File: config.mk
export PLATFORM = sky130hd
export DESIGN_NAME = plru_set_ctrl_flat
export DESIGN_NICKNAME = d
export VERILOG_FILES = /design/src/rtl/cache_types_pkg.sv /design/src/rtl/plru_set_ctrl_if.sv /design/src/rtl/plru_victim_walk.sv /design/src/rtl/plru_set_ctrl.sv /design/src/flat_wrapper.sv
export SDC_FILE = /design/constraint.sdc
export NUM_CORES = 1
export LEC_CHECK = 0
export ABC_CLOCK_PERIOD_IN_PS = 10120
export BUFFER_PORTS_ARGS = -buffer_cell sky130_fd_sc_hd__buf_2
export CORE_MARGIN = 10
export CORE_UTILIZATION = 65
export DETAILED_ROUTE_END_ITERATION = 16
export PLACE_DENSITY = 0.84
export SYNTH_ARGS = -nofsm -noshare
export SYNTH_HDL_FRONTEND = slang
export SYNTH_SLANG_ARGS = --single-unit
File: constraint.sdc
create_clock -name clk -period 10.12 [get_ports clk]
set_input_delay 1.012 -clock clk [delete_from_list [all_inputs] [get_ports clk]]
set_output_delay 1.012 -clock clk [all_outputs]
set_load 0.01 [all_outputs]
File: src/rtl/cache_types_pkg.sv
// Shared cache typedefs and the tree-PLRU node-update helper.
// Latency: none (types and a pure function only).
// Backpressure: not applicable.
//
// Contents:
//   PLRU_MAX_WAYS  largest associativity the PLRU helpers are sized for
//   way_idx_t      way index used by the dcache FSM
//   set_idx_t      set index used by the dcache FSM
//   plru_bits_t    node-bit vector sized for PLRU_MAX_WAYS
//   plru_update()  node bits + accessed way -> node bits with that way made MRU
package cache_types_pkg;

    localparam int PLRU_MAX_WAYS = 16;
    localparam int DC_WAYS       = 8;
    localparam int DC_SETS       = 16;

    typedef logic [$clog2(DC_WAYS)-1:0] way_idx_t;
    typedef logic [$clog2(DC_SETS)-1:0] set_idx_t;
    typedef logic [PLRU_MAX_WAYS-2:0]   plru_bits_t;

    // Walks the root-to-leaf path of 'way' in heap order and points each
    // node on it at the opposite side, so the way just used is not chosen
    // next. way_w is the number of tree levels (log2 of the associativity).
    function automatic plru_bits_t plru_update(input plru_bits_t bits,
                                               input logic [3:0] way,
                                               input int         way_w);
        plru_bits_t r;
        int         node;
        logic       b;
        r    = bits;
        node = 0;
        for (int l = 0; l < way_w; l++) begin
            b       = way[way_w-1-l];
            r[node] = ~b;
            node    = 2*node + 1 + int'(b);
        end
        return r;
    endfunction

endpackage

File: src/rtl/plru_set_ctrl_if.sv
// Lookup/access/victim signal bundle between the cache FSM and plru_set_ctrl.
// Latency: none (wires only).
// Backpressure: none; one lookup and one access may be presented every cycle.
//
// master = cache FSM (drives lookup/access, receives victim)
// slave  = plru_set_ctrl
interface plru_set_ctrl_if #(
    parameter int WAYS = 8,
    parameter int SETS = 16
);
    localparam int WAY_W = $clog2(WAYS);
    localparam int SET_W = $clog2(SETS);

    logic             lookup_valid_i;
    logic [SET_W-1:0] lookup_set_i;
    logic [WAYS-1:0]  valid_mask_i;
    logic [WAYS-1:0]  lock_mask_i;
    logic             access_valid_i;
    logic [SET_W-1:0] access_set_i;
    logic [WAY_W-1:0] access_way_i;
    logic             victim_valid_o;
    logic [WAY_W-1:0] victim_way_o;
    logic             victim_none_o;

    modport master (
        output lookup_valid_i, lookup_set_i, valid_mask_i, lock_mask_i,
        output access_valid_i, access_set_i, access_way_i,
        input  victim_valid_o, victim_way_o, victim_none_o
    );

    modport slave (
        input  lookup_valid_i, lookup_set_i, valid_mask_i, lock_mask_i,
        input  access_valid_i, access_set_i, access_way_i,
        output victim_valid_o, victim_way_o, victim_none_o
    );

endinterface

File: src/rtl/plru_victim_walk.sv
// Combinational victim chooser: invalid-first, then PLRU walk steering around locked subtrees.
// Latency: 0 cycles (pure combinational).
// Backpressure: none.
//
// Ports:
//   i_bits   node bits of one set, heap order (node n -> children 2n+1 / 2n+2)
//   i_valid  valid bit per way
//   i_lock   1 = way may not be chosen
//   o_way    chosen victim way (0 when o_none)
//   o_none   every way locked
module plru_victim_walk #(
    parameter  int WAYS  = 8,
    localparam int WAY_W = $clog2(WAYS)
) (
    input  logic [WAYS-2:0]  i_bits,
    input  logic [WAYS-1:0]  i_valid,
    input  logic [WAYS-1:0]  i_lock,
    output logic [WAY_W-1:0] o_way,
    output logic             o_none
);

    always_comb begin : p_walk
        // w_avail is the full heap: entries 0..WAYS-2 are internal nodes,
        // WAYS-1..2*WAYS-2 are the leaves (ways 0..WAYS-1). A set bit means
        // the subtree below still contains at least one unlocked way.
        logic [2*WAYS-2:0] w_avail;
        logic              w_found;
        logic              w_b;
        int                w_node;

        o_way   = '0;
        o_none  = 1'b0;
        w_avail = '0;
        w_found = 1'b0;
        w_b     = 1'b0;
        w_node  = 0;

        for (int w = 0; w < WAYS; w++) begin
            w_avail[WAYS-1+w] = ~i_lock[w];
        end
        for (int n = WAYS-2; n >= 0; n--) begin
            w_avail[n] = w_avail[2*n+1] | w_avail[2*n+2];
        end

        // Descending scan so the lowest eligible invalid way wins.
        for (int w = WAYS-1; w >= 0; w--) begin
            if (!i_valid[w] && !i_lock[w]) begin
                o_way   = WAY_W'(w);
                w_found = 1'b1;
            end
        end

        if (!w_avail[0]) begin
            o_none = 1'b1;
            o_way  = '0;
        end else if (!w_found) begin
            // Follow the node bit unless that side is entirely locked; the
            // root check above guarantees the other side then has a way.
            for (int l = 0; l < WAY_W; l++) begin
                w_b = i_bits[w_node];
                if (!w_avail[2*w_node + 1 + int'(w_b)]) begin
                    w_b = ~w_b;
                end
                w_node = 2*w_node + 1 + int'(w_b);
            end
            o_way = WAY_W'(w_node - (WAYS-1));
        end
    end

endmodule

File: src/rtl/plru_set_ctrl.sv
// Per-set tree-PLRU state with MRU update on hit/fill and a registered victim lookup.
// Latency: victim 1 cycle after lookup_valid_i; access updates take effect at the next edge.
// Backpressure: none; accepts one lookup and one access every cycle, never stalls.
//
// Ports:
//   clk  clock (rising edge)
//   rst  asynchronous active-low reset
//   bus  plru_set_ctrl_if.slave: lookup_* / valid/lock masks in, access_* in,
//        victim_valid_o / victim_way_o / victim_none_o out
module plru_set_ctrl
    import cache_types_pkg::*;
#(
    parameter  int WAYS  = 8,
    parameter  int SETS  = 16,
    localparam int WAY_W = $clog2(WAYS),
    localparam int SET_W = $clog2(SETS)
) (
    input  logic         clk,
    input  logic         rst,
    plru_set_ctrl_if.slave bus
);

    logic [WAYS-2:0]  r_bits [SETS];
    logic             r_vld;
    logic [WAY_W-1:0] r_way;
    logic             r_none;

    logic [WAY_W-1:0] w_node [WAY_W];
    logic             w_pbit [WAY_W];
    logic [WAYS-2:0]  w_upd_bits;
    logic [WAYS-2:0]  w_lkp_bits;
    logic             w_fwd;
    logic [WAY_W-1:0] w_way;
    logic             w_none;

    // Node touched at level l: first heap index of that level plus the
    // upper l bits of the accessed way.
    for (genvar l = 0; l < WAY_W; l++) begin : g_lvl
        assign w_pbit[l] = bus.access_way_i[WAY_W-1-l];
        if (l == 0) begin : g_root
            assign w_node[l] = '0;
        end else begin : g_inner
            assign w_node[l] = WAY_W'((1 << l) - 1) + (bus.access_way_i >> (WAY_W-l));
        end
    end

    always_comb begin
        w_upd_bits = r_bits[bus.access_set_i];
        for (int l = 0; l < WAY_W; l++) begin
            w_upd_bits[w_node[l]] = ~w_pbit[l];
        end
    end

    // A same-cycle access to the looked-up set is folded in first so the
    // way just touched is steered away from.
    assign w_fwd      = bus.access_valid_i && (bus.access_set_i == bus.lookup_set_i);
    assign w_lkp_bits = w_fwd ? w_upd_bits : r_bits[bus.lookup_set_i];

    plru_victim_walk #(.WAYS(WAYS)) u_walk (
        .i_bits  (w_lkp_bits),
        .i_valid (bus.valid_mask_i),
        .i_lock  (bus.lock_mask_i),
        .o_way   (w_way),
        .o_none  (w_none)
    );

    always_ff @(posedge clk or negedge rst) begin
        if (!rst) begin
            for (int s = 0; s < SETS; s++) begin
                r_bits[s] <= '0;
            end
            r_vld  <= 1'b0;
            r_way  <= '0;
            r_none <= 1'b0;
        end else begin
            if (bus.access_valid_i) begin
                r_bits[bus.access_set_i] <= w_upd_bits;
            end
            r_vld <= bus.lookup_valid_i;
            if (bus.lookup_valid_i) begin
                r_way  <= w_way;
                r_none <= w_none;
            end
        end
    end

    assign bus.victim_valid_o = r_vld;
    assign bus.victim_way_o   = r_way;
    assign bus.victim_none_o  = r_none;

endmodule

File: src/flat_wrapper.sv
// flat-port wrapper written by rule: the top's interface ports become plain ports
module plru_set_ctrl_flat import cache_types_pkg::*;
#(
    parameter  int WAYS  = 8,
    parameter  int SETS  = 16,
    localparam int WAY_W = $clog2(WAYS),
    localparam int SET_W = $clog2(SETS)
)
  (clk, rst, bus_lookup_valid_i, bus_lookup_set_i, bus_valid_mask_i, bus_lock_mask_i, bus_access_valid_i, bus_access_set_i, bus_access_way_i, bus_victim_valid_o, bus_victim_way_o, bus_victim_none_o);
  plru_set_ctrl_if #(.WAYS(WAYS), .SETS(SETS)) bus_i ();
  input  logic clk;
  input  logic rst;
  input wire logic [$bits(bus_i.lookup_valid_i)-1:0] bus_lookup_valid_i;
  input wire logic [$bits(bus_i.lookup_set_i)-1:0] bus_lookup_set_i;
  input wire logic [$bits(bus_i.valid_mask_i)-1:0] bus_valid_mask_i;
  input wire logic [$bits(bus_i.lock_mask_i)-1:0] bus_lock_mask_i;
  input wire logic [$bits(bus_i.access_valid_i)-1:0] bus_access_valid_i;
  input wire logic [$bits(bus_i.access_set_i)-1:0] bus_access_set_i;
  input wire logic [$bits(bus_i.access_way_i)-1:0] bus_access_way_i;
  output wire logic [$bits(bus_i.victim_valid_o)-1:0] bus_victim_valid_o;
  output wire logic [$bits(bus_i.victim_way_o)-1:0] bus_victim_way_o;
  output wire logic [$bits(bus_i.victim_none_o)-1:0] bus_victim_none_o;
  assign bus_i.lookup_valid_i = bus_lookup_valid_i;
  assign bus_i.lookup_set_i = bus_lookup_set_i;
  assign bus_i.valid_mask_i = bus_valid_mask_i;
  assign bus_i.lock_mask_i = bus_lock_mask_i;
  assign bus_i.access_valid_i = bus_access_valid_i;
  assign bus_i.access_set_i = bus_access_set_i;
  assign bus_i.access_way_i = bus_access_way_i;
  assign bus_victim_valid_o = bus_i.victim_valid_o;
  assign bus_victim_way_o = bus_i.victim_way_o;
  assign bus_victim_none_o = bus_i.victim_none_o;
  plru_set_ctrl #(.WAYS(WAYS), .SETS(SETS)) u_core (.clk(clk), .rst(rst), .bus(bus_i));
endmodule
# [After elaboration in Yosys (flattened, before gate mapping)]
# Cells that the tools add are included.
[op_classes] eq_ne=1 n_reduce_logical=28 muxes=59 addsub=11 order_cmp=12 bitwise_logic=23
[op_table] op="bitwise mux 112 bit" n=1
[op_table] op="< comparator 32 x 6 -> 1 bit, second input constant" n=2
[op_table] op="binary-select mux 7 bit (select 4 bit)" n=2
[op_table] op="2-to-1 mux 7 bit" n=6
[op_table] op="adder 32 x 2 -> 32 bit" n=1
[op_table] op="2-to-1 mux 1 bit" n=30
[op_table] op="2-to-1 mux 3 bit" n=10
[op_table] op="demux 7 bit (select 4 bit)" n=1
[op_table] op="zero test 1 bit" n=16
[op_table] op="bitwise mux 7 bit" n=2
[op_table] op="inverter 1 bit" n=14
[op_table] op="binary-select mux 1 bit (select 4 bit)" n=3
[op_table] op="logical AND 1 bit" n=12
[op_table] op=">= comparator 5 bit, second input constant" n=2
[op_table] op="inverter 4 -> 5 bit" n=2
[op_table] op="adder 7 x 1 -> 8 bit" n=1
[op_table] op="< comparator 3 x 4 -> 1 bit, second input constant" n=2
[op_table] op="adder 6 x 1 -> 7 bit, second input constant" n=1
[op_table] op="bitwise OR 1 bit" n=7
[op_table] op="adder 1 x 1 -> 2 bit, first input constant" n=3
[op_table] op="binary-select mux 1 bit (select 3 bit)" n=2
[op_table] op="demux 1 bit (select 3 bit)" n=2
[op_table] op=">= comparator 3 x 1 -> 1 bit, second input constant" n=2
[op_table] op="adder 4 x 1 -> 5 bit" n=1
[op_table] op="9 further kinds" n=9
[totals] wordCells=153 in_bits=31 output_inout_bits=5 regBits=117

# [Depth between registers and ports, before layout]
[logic_depth] depth_word=41 depth_mapped=32 ltp_nobuf=30

# [By module]
# Synthesis repeated with hierarchy kept, for this count alone.
[unflattened] cells_unflattened=678 area_unflattened_um2=7070.5
[modules_own_cells] mod="plru_set_ctrl" area_each_um2=6441.2 cells_each=591 instances=1
[modules_own_cells] mod="plru_victim_walk" area_each_um2=629.4 cells_each=87 instances=1

# [Worst setup path before layout]
# Ideal clock, no wire load.
[synth_timing] path_type="input-to-reg" startpoint="input port bus_lookup_set_i[3]" endpoint="register u_core.r_way[0], in the netlist u_core.bus.victim_way_o[0]" path_buffers=4 setup_slack_ns=3.549 path_stages=31 t_arrival_ns=6.486 path_cell_list="buf_4 > buf_6 > mux2i_1 > mux4_2 > mux2i_1 > and3b_1 > o21a_1 > or3_1 > ha_1 > inv_1 > nor2_1 > a21oi_1 > a32oi_1 > o211ai_1 > o211ai_4 > ha_1 > clkbuf_1 > nor2b_1 > and3_1 > a31oi_1 > o211a_1 > mux2i_2 > ha_1 > clkbuf_1 > nor2_1 > nand2_1 > a311o_1 > o21a_1 > mux2i_1 > nor2_1 > o221ai_2"
[synth_between] elab_chain_cells=38
[synth_rtl] item="start: declaration" line="flat_wrapper.sv:14" rtl="input wire logic [$bits(bus_i.lookup_set_i)-1:0] bus_lookup_set_i;"
[synth_rtl] item="inverter 4 -> 5 bit (not written as such)" line="plru_set_ctrl.sv:57" rtl="assign w_lkp_bits = w_fwd ? w_upd_bits : r_bits[bus.lookup_set_i];"
[synth_rtl] item="binary-select mux 7 bit (select 4 bit)" line="plru_set_ctrl.sv:57"
[synth_rtl] item="2-to-1 mux 7 bit (not written as such) (2 in a row)" line="plru_set_ctrl.sv:57"
[synth_rtl] item="2-to-1 mux 7 bit (*)" line="plru_set_ctrl.sv:57"
[synth_rtl] item="adder 1 x 1 -> 2 bit" line="plru_victim_walk.sv:61" rtl="if (!w_avail[2*w_node + 1 + int'(w_b)]) begin"
[synth_rtl] item="binary-select mux 1 bit (select 4 bit)" line="plru_victim_walk.sv:61"
[synth_rtl] item="2-to-1 mux 1 bit (not written as such) (2 in a row)" line="plru_victim_walk.sv:61"
[synth_rtl] item="2-to-1 mux 1 bit" line="plru_victim_walk.sv:61"
[synth_rtl] item="[19 not listed]"
[synth_rtl] item="2-to-1 mux 1 bit (not written as such) (2 in a row)" line="plru_victim_walk.sv:61"
[synth_rtl] item="2-to-1 mux 1 bit (*)" line="plru_victim_walk.sv:61"
[synth_rtl] item="2-to-1 mux 1 bit (*)" line="plru_victim_walk.sv:56" rtl="end else if (!w_found) begin"
[synth_rtl] item="2-to-1 mux 1 bit (*)" line="plru_victim_walk.sv:53" rtl="if (!w_avail[0]) begin"
[synth_rtl] item="adder 3 x 1 -> 3 bit (*)" line="plru_victim_walk.sv:64" rtl="w_node = 2*w_node + 1 + int'(w_b);"
[synth_rtl] item="subtractor 3 bit (*)" line="plru_victim_walk.sv:66" rtl="o_way = WAY_W'(w_node - (WAYS-1));"
[synth_rtl] item="2-to-1 mux 3 bit (*)" line="plru_victim_walk.sv:56"
[synth_rtl] item="2-to-1 mux 3 bit (*)" line="plru_victim_walk.sv:53"
[synth_rtl] item="end signal: assignment" line="plru_set_ctrl.sv:81" rtl="r_way <= w_way;"
[synth_rtl] item="end: declaration" line="plru_set_ctrl.sv:25" rtl="logic [WAY_W-1:0] r_way;"
# Mark *: on every way between the ends. The rest lies on a longest branch, timed or not. The select of a mux whose other input is x is not followed.
# A chain may end at the register's enable or synchronous reset.

# [Worst setup path in the final report]
# Ends and elaborated chain as after synthesis.

==> impl_metrics.json <==
{
  "ys_warn_count": 0,
  "fmax_ghz": 0.140,
  "period_needed_ps": 7140,
  "initial_core_util_pct": 66.0,
  "die_y_um": 125,
  "place_congestion": 1.00,
  "via_per_inst": 7.20,
  "ys_types": 57,
  "clk_latency_ps": 530,
  "die_area_um2": 15500,
  "maxSlewHeadroom_pct": 29.0,
  "hold_violations": 0,
  "skew_ps": 12.1,
  "reg2reg_to": "u_core.bus.victim_way_o[0]",
  "rr_startpoint": "u_core.r_bits[50]",
  "ios": 36,
  "cts_tree": "yes",
  "slew_violations": 0,
  "synth_edf_count": 0,
  "powerDensity_nw_per_um2": 254,
  "p_total_mw": 2.00,
  "min_to": "u_core.r_bits[49]",
  "leakagePower_nw": 3.41,
  "cts_sinks": 117,
  "clockBufferDepth": 2,
  "post-dp-hpwl_mm": 12.2,
  "portBuffers": 35,
  "worstPathArrival_ps": 7580,
  "post_cts_buffers": 0,
  "drive_gt1_share_pct": 41.2,
  "drcViolationCount": 0,
  "tightest_slew_ps": 1060,
  "critPathRequiredTime_ps": 10560,
  "ys_async_sr_fraction_pct": 100,
  "seq_area_um2": 2930,
  "area.growth.synth_to_final_pct": 10.4,
  "grt_pass1_wl_mm": 29.8,
  "vias": 5160,
  "critical-path-top-delay-family": "compound AO/OA/AOI/OAI gates",
  "drtPass1Iterations": 7,
  "clock-root-buffer": "clkbuf_8",
  "regToRegSetupSlack_ps": 3820,
  "cts_buffers": 17,
  "wl_per_cell_um": 26.1,
  "core_um2": 10800,
  "syn_area_um2": 7120,
  "clk_pin_slew_worst_paths_ps": 60,
  "worstSetupPathType": "in2reg",
  "worst_setup_path_start_kind": "input port",
  "hold_buffers": 0,
  "slowest_delay_ps": 610,
  "fin_setup_tns_ps": 0,
  "antenna_found_initial": 0,
  "track_usage_pct": 24.0,
  "final_nets": 605,
  "finalWirelength_mm": 18.7,
  "rows": 38,
  "multi_input_area_um2": 3980,
  "grt_pass1_vias": 5387,
  "ys_seq_area_share_pct": 41.1,
  "path_buf_inv": 2,
  "crit_slowest_cell": "buf_2",
  "synth_ff_type": "dfrtp_1",
  "rsz0062_at_grt": "false",
  "ant_nets": 0,
  "maxCapViolCount": 0,
  "fin_crit_sh_pct": 70.6,
  "postCtsResizedCells": 0,
  "hp-start": "u_core.r_bits[49]",
  "grt_max_degree": 68,
  "hold_class": "reg2reg",
  "peakVddDrop_uv": 181,
  "htreeDepth": 4,
  "whs_path_depth": 2,
  "n_fill_cell": 683,
  "die_w_um": 125,
  "status": "finished, final reports clean",
  "drt_iter0_markers": 502,
  "synth_cells": 545,
  "cp-end-kind": "flop",
  "ys_ff_latch": 117,
  "crit_top_cell": "ha_1",
  "rr_worst_depth": 26,
  "syn_nets": 585,
  "overflow": 0,
  "cp_max_fo": 26,
  "setup_viol": 0,
  "syn_area_per_cell_um2": 13.1,
  "diodes": 0
}
-- cell usage after synthesis, types with 2 or more instances --
master | count | share of area, %
dfrtp_1 | 117 | 41
mux2_2 | 112 | 18
mux4_2 | 51 | 16
mux2i_1 | 34 | 4.8
nor2_1 | 30 | 1.6
nand2_1 | 27 | 1.4
clkbuf_1 | 21 | 1.1
o21ai_0 | 15 | 1.1
a21oi_1 | 9 | 0.63
ha_1 | 9 | 1.6
nor2b_1 | 9 | 0.79
buf_2 | 7 | 0.49
inv_1 | 7 | 0.37
nand3_1 | 6 | 0.42
nand2b_1 | 5 | 0.44
a211oi_1 | 4 | 0.42
buf_4 | 4 | 0.42
nand3b_1 | 4 | 0.42
o21a_1 | 4 | 0.42
o22ai_1 | 4 | 0.35
or3_1 | 4 | 0.35
xnor2_1 | 4 | 0.49
xor2_1 | 4 | 0.49
buf_1 | 3 | 0.16
buf_6 | 3 | 0.47
mux2_1 | 3 | 0.47
nor3_1 | 3 | 0.21
o32ai_1 | 3 | 0.37
a2111oi_0 | 2 | 0.25
a221oi_1 | 2 | 0.25
a311o_1 | 2 | 0.28
and3_1 | 2 | 0.18
nand4_1 | 2 | 0.18
o211a_1 | 2 | 0.28
o211ai_1 | 2 | 0.21
o221ai_2 | 2 | 0.42
o41ai_1 | 2 | 0.25
or2_1 | 2 | 0.18
-- layer usage --
metal  vias to the layer above  share of wire, %  wire length [µm]  global-route usage (%)
met5                         -                 0                 0                       0
li1                       2127                 -                 -                       -
met3                        81               7.3              1370                    5.40
met2                       308                50              9320                    39.0
met4                         0               4.6               865                    14.9
met1                      2644                38              7180                    28.4
-- cell families (layout without fill, tap and decap cells) --
logic type                 Yosys count  after routing  synth area share, %
muxes                              201            201                 39.3
DFF                                117            117                 41.1
and+or+nand+nor                    100            100                 7.01
AOI/OAI and AO/OA                   65             65                 6.98
buffers and inverters               45             77                 3.02
adders and majority gates            9              9                 1.58
xor gates and xnor gates             8              8                0.984
-- through the flow --
stage | cells | hold slack [ps] | worst slack, ps | cell area (µm²) | util (%)
2_1_floorplan | 545 | 449 | 3550 | 7120 | -
3_3_place_gp | 686 | 461 | 2820 | 7310 | 67.8
3_5_place_dp | 686 | 475 | 2610 | 7310 | 67.8
4_1_cts | 717 | 487 | 3100 | 7860 | 72.8
5_1_grt | 717 | 513 | 2420 | 7860 | 72.8
6_report | 717 | 479 | 2980 | 7860 | 72.8
-- report_power, final --
part | leakage [nW] | total [mW] | internal (mW) | switching [mW]
logic | 1.67 | 0.713 | 0.362 | 0.351
registers | 1.48 | 0.723 | 0.607 | 0.116
clock network | 0.263 | 0.561 | 0.352 | 0.209
-- final cells by class --
cell class,count,share of cell area [%]
clock buffer,21,5.59
clock inverter,10,1.37
sequential,117,37.2
timing repair buffer,39,2.64
multi-input combinational,383,50.6
inverter,7,0.334
tap,140,2.23
-- layout by cell type, fill, tap and decap left out, types with 15 or more instances in the layout --
cell type | Yosys | final
dfrtp_1 | 117 | 117
mux2_2 | 112 | 112
mux4_2 | 51 | 51
mux2i_1 | 34 | 34
buf_2 | 7 | 34
nor2_1 | 30 | 30
nand2_1 | 27 | 27
clkbuf_16 | 0 | 16
o21ai_0 | 15 | 15
-- state kept, by name (all words and copies together) (netlist names) --
name and count:
u_core.bus.victim_way_o 3, u_core.bus.victim_valid_o 1, u_core.bus.victim_none_o 1, u_core.r_bits 112
-- worst reg2reg max path, cell delays in order, from the launching register on --
cell       delay (ps)
dfrtp_1           370
mux2i_1           110
o2bb2ai_1         170
o41ai_1           390
or2_1             620
nor2_1            110
or3_1             340
ha_1              330
inv_1              70
o32ai_1           380
o221ai_2          180
o211ai_4          310
ha_1              340
nor2b_1           240
and3_1            180
a31oi_1            40
o211a_1           170
mux2i_2           310
ha_1              270
xor2_1            130
nor2_1            200
nand2_1           100
a311o_1           380
o21a_1            120
mux2i_1           150
nor2_1             70
o221ai_2          130
-- how the worst max path moves through the flow --
stage / slack [ps] / start / cells past startpoint / end
finish: 2980 / bus_lookup_set_i[3] / 27 / u_core.bus.victim_way_o[0]
global route: 2420 / bus_access_set_i[1] / 29 / u_core.bus.victim_way_o[0]
CTS: 3100 / bus_lookup_set_i[0] / 27 / u_core.bus.victim_way_o[0]
detailed placement: 2610 / bus_lookup_set_i[0] / 27 / u_core.bus.victim_way_o[0]
global placement: 2820 / bus_lookup_set_i[0] / 28 / u_core.bus.victim_way_o[0]
floorplan: 3550 / bus_lookup_set_i[3] / 31 / u_core.bus.victim_way_o[0]
(Power assumes the default switching activity.)
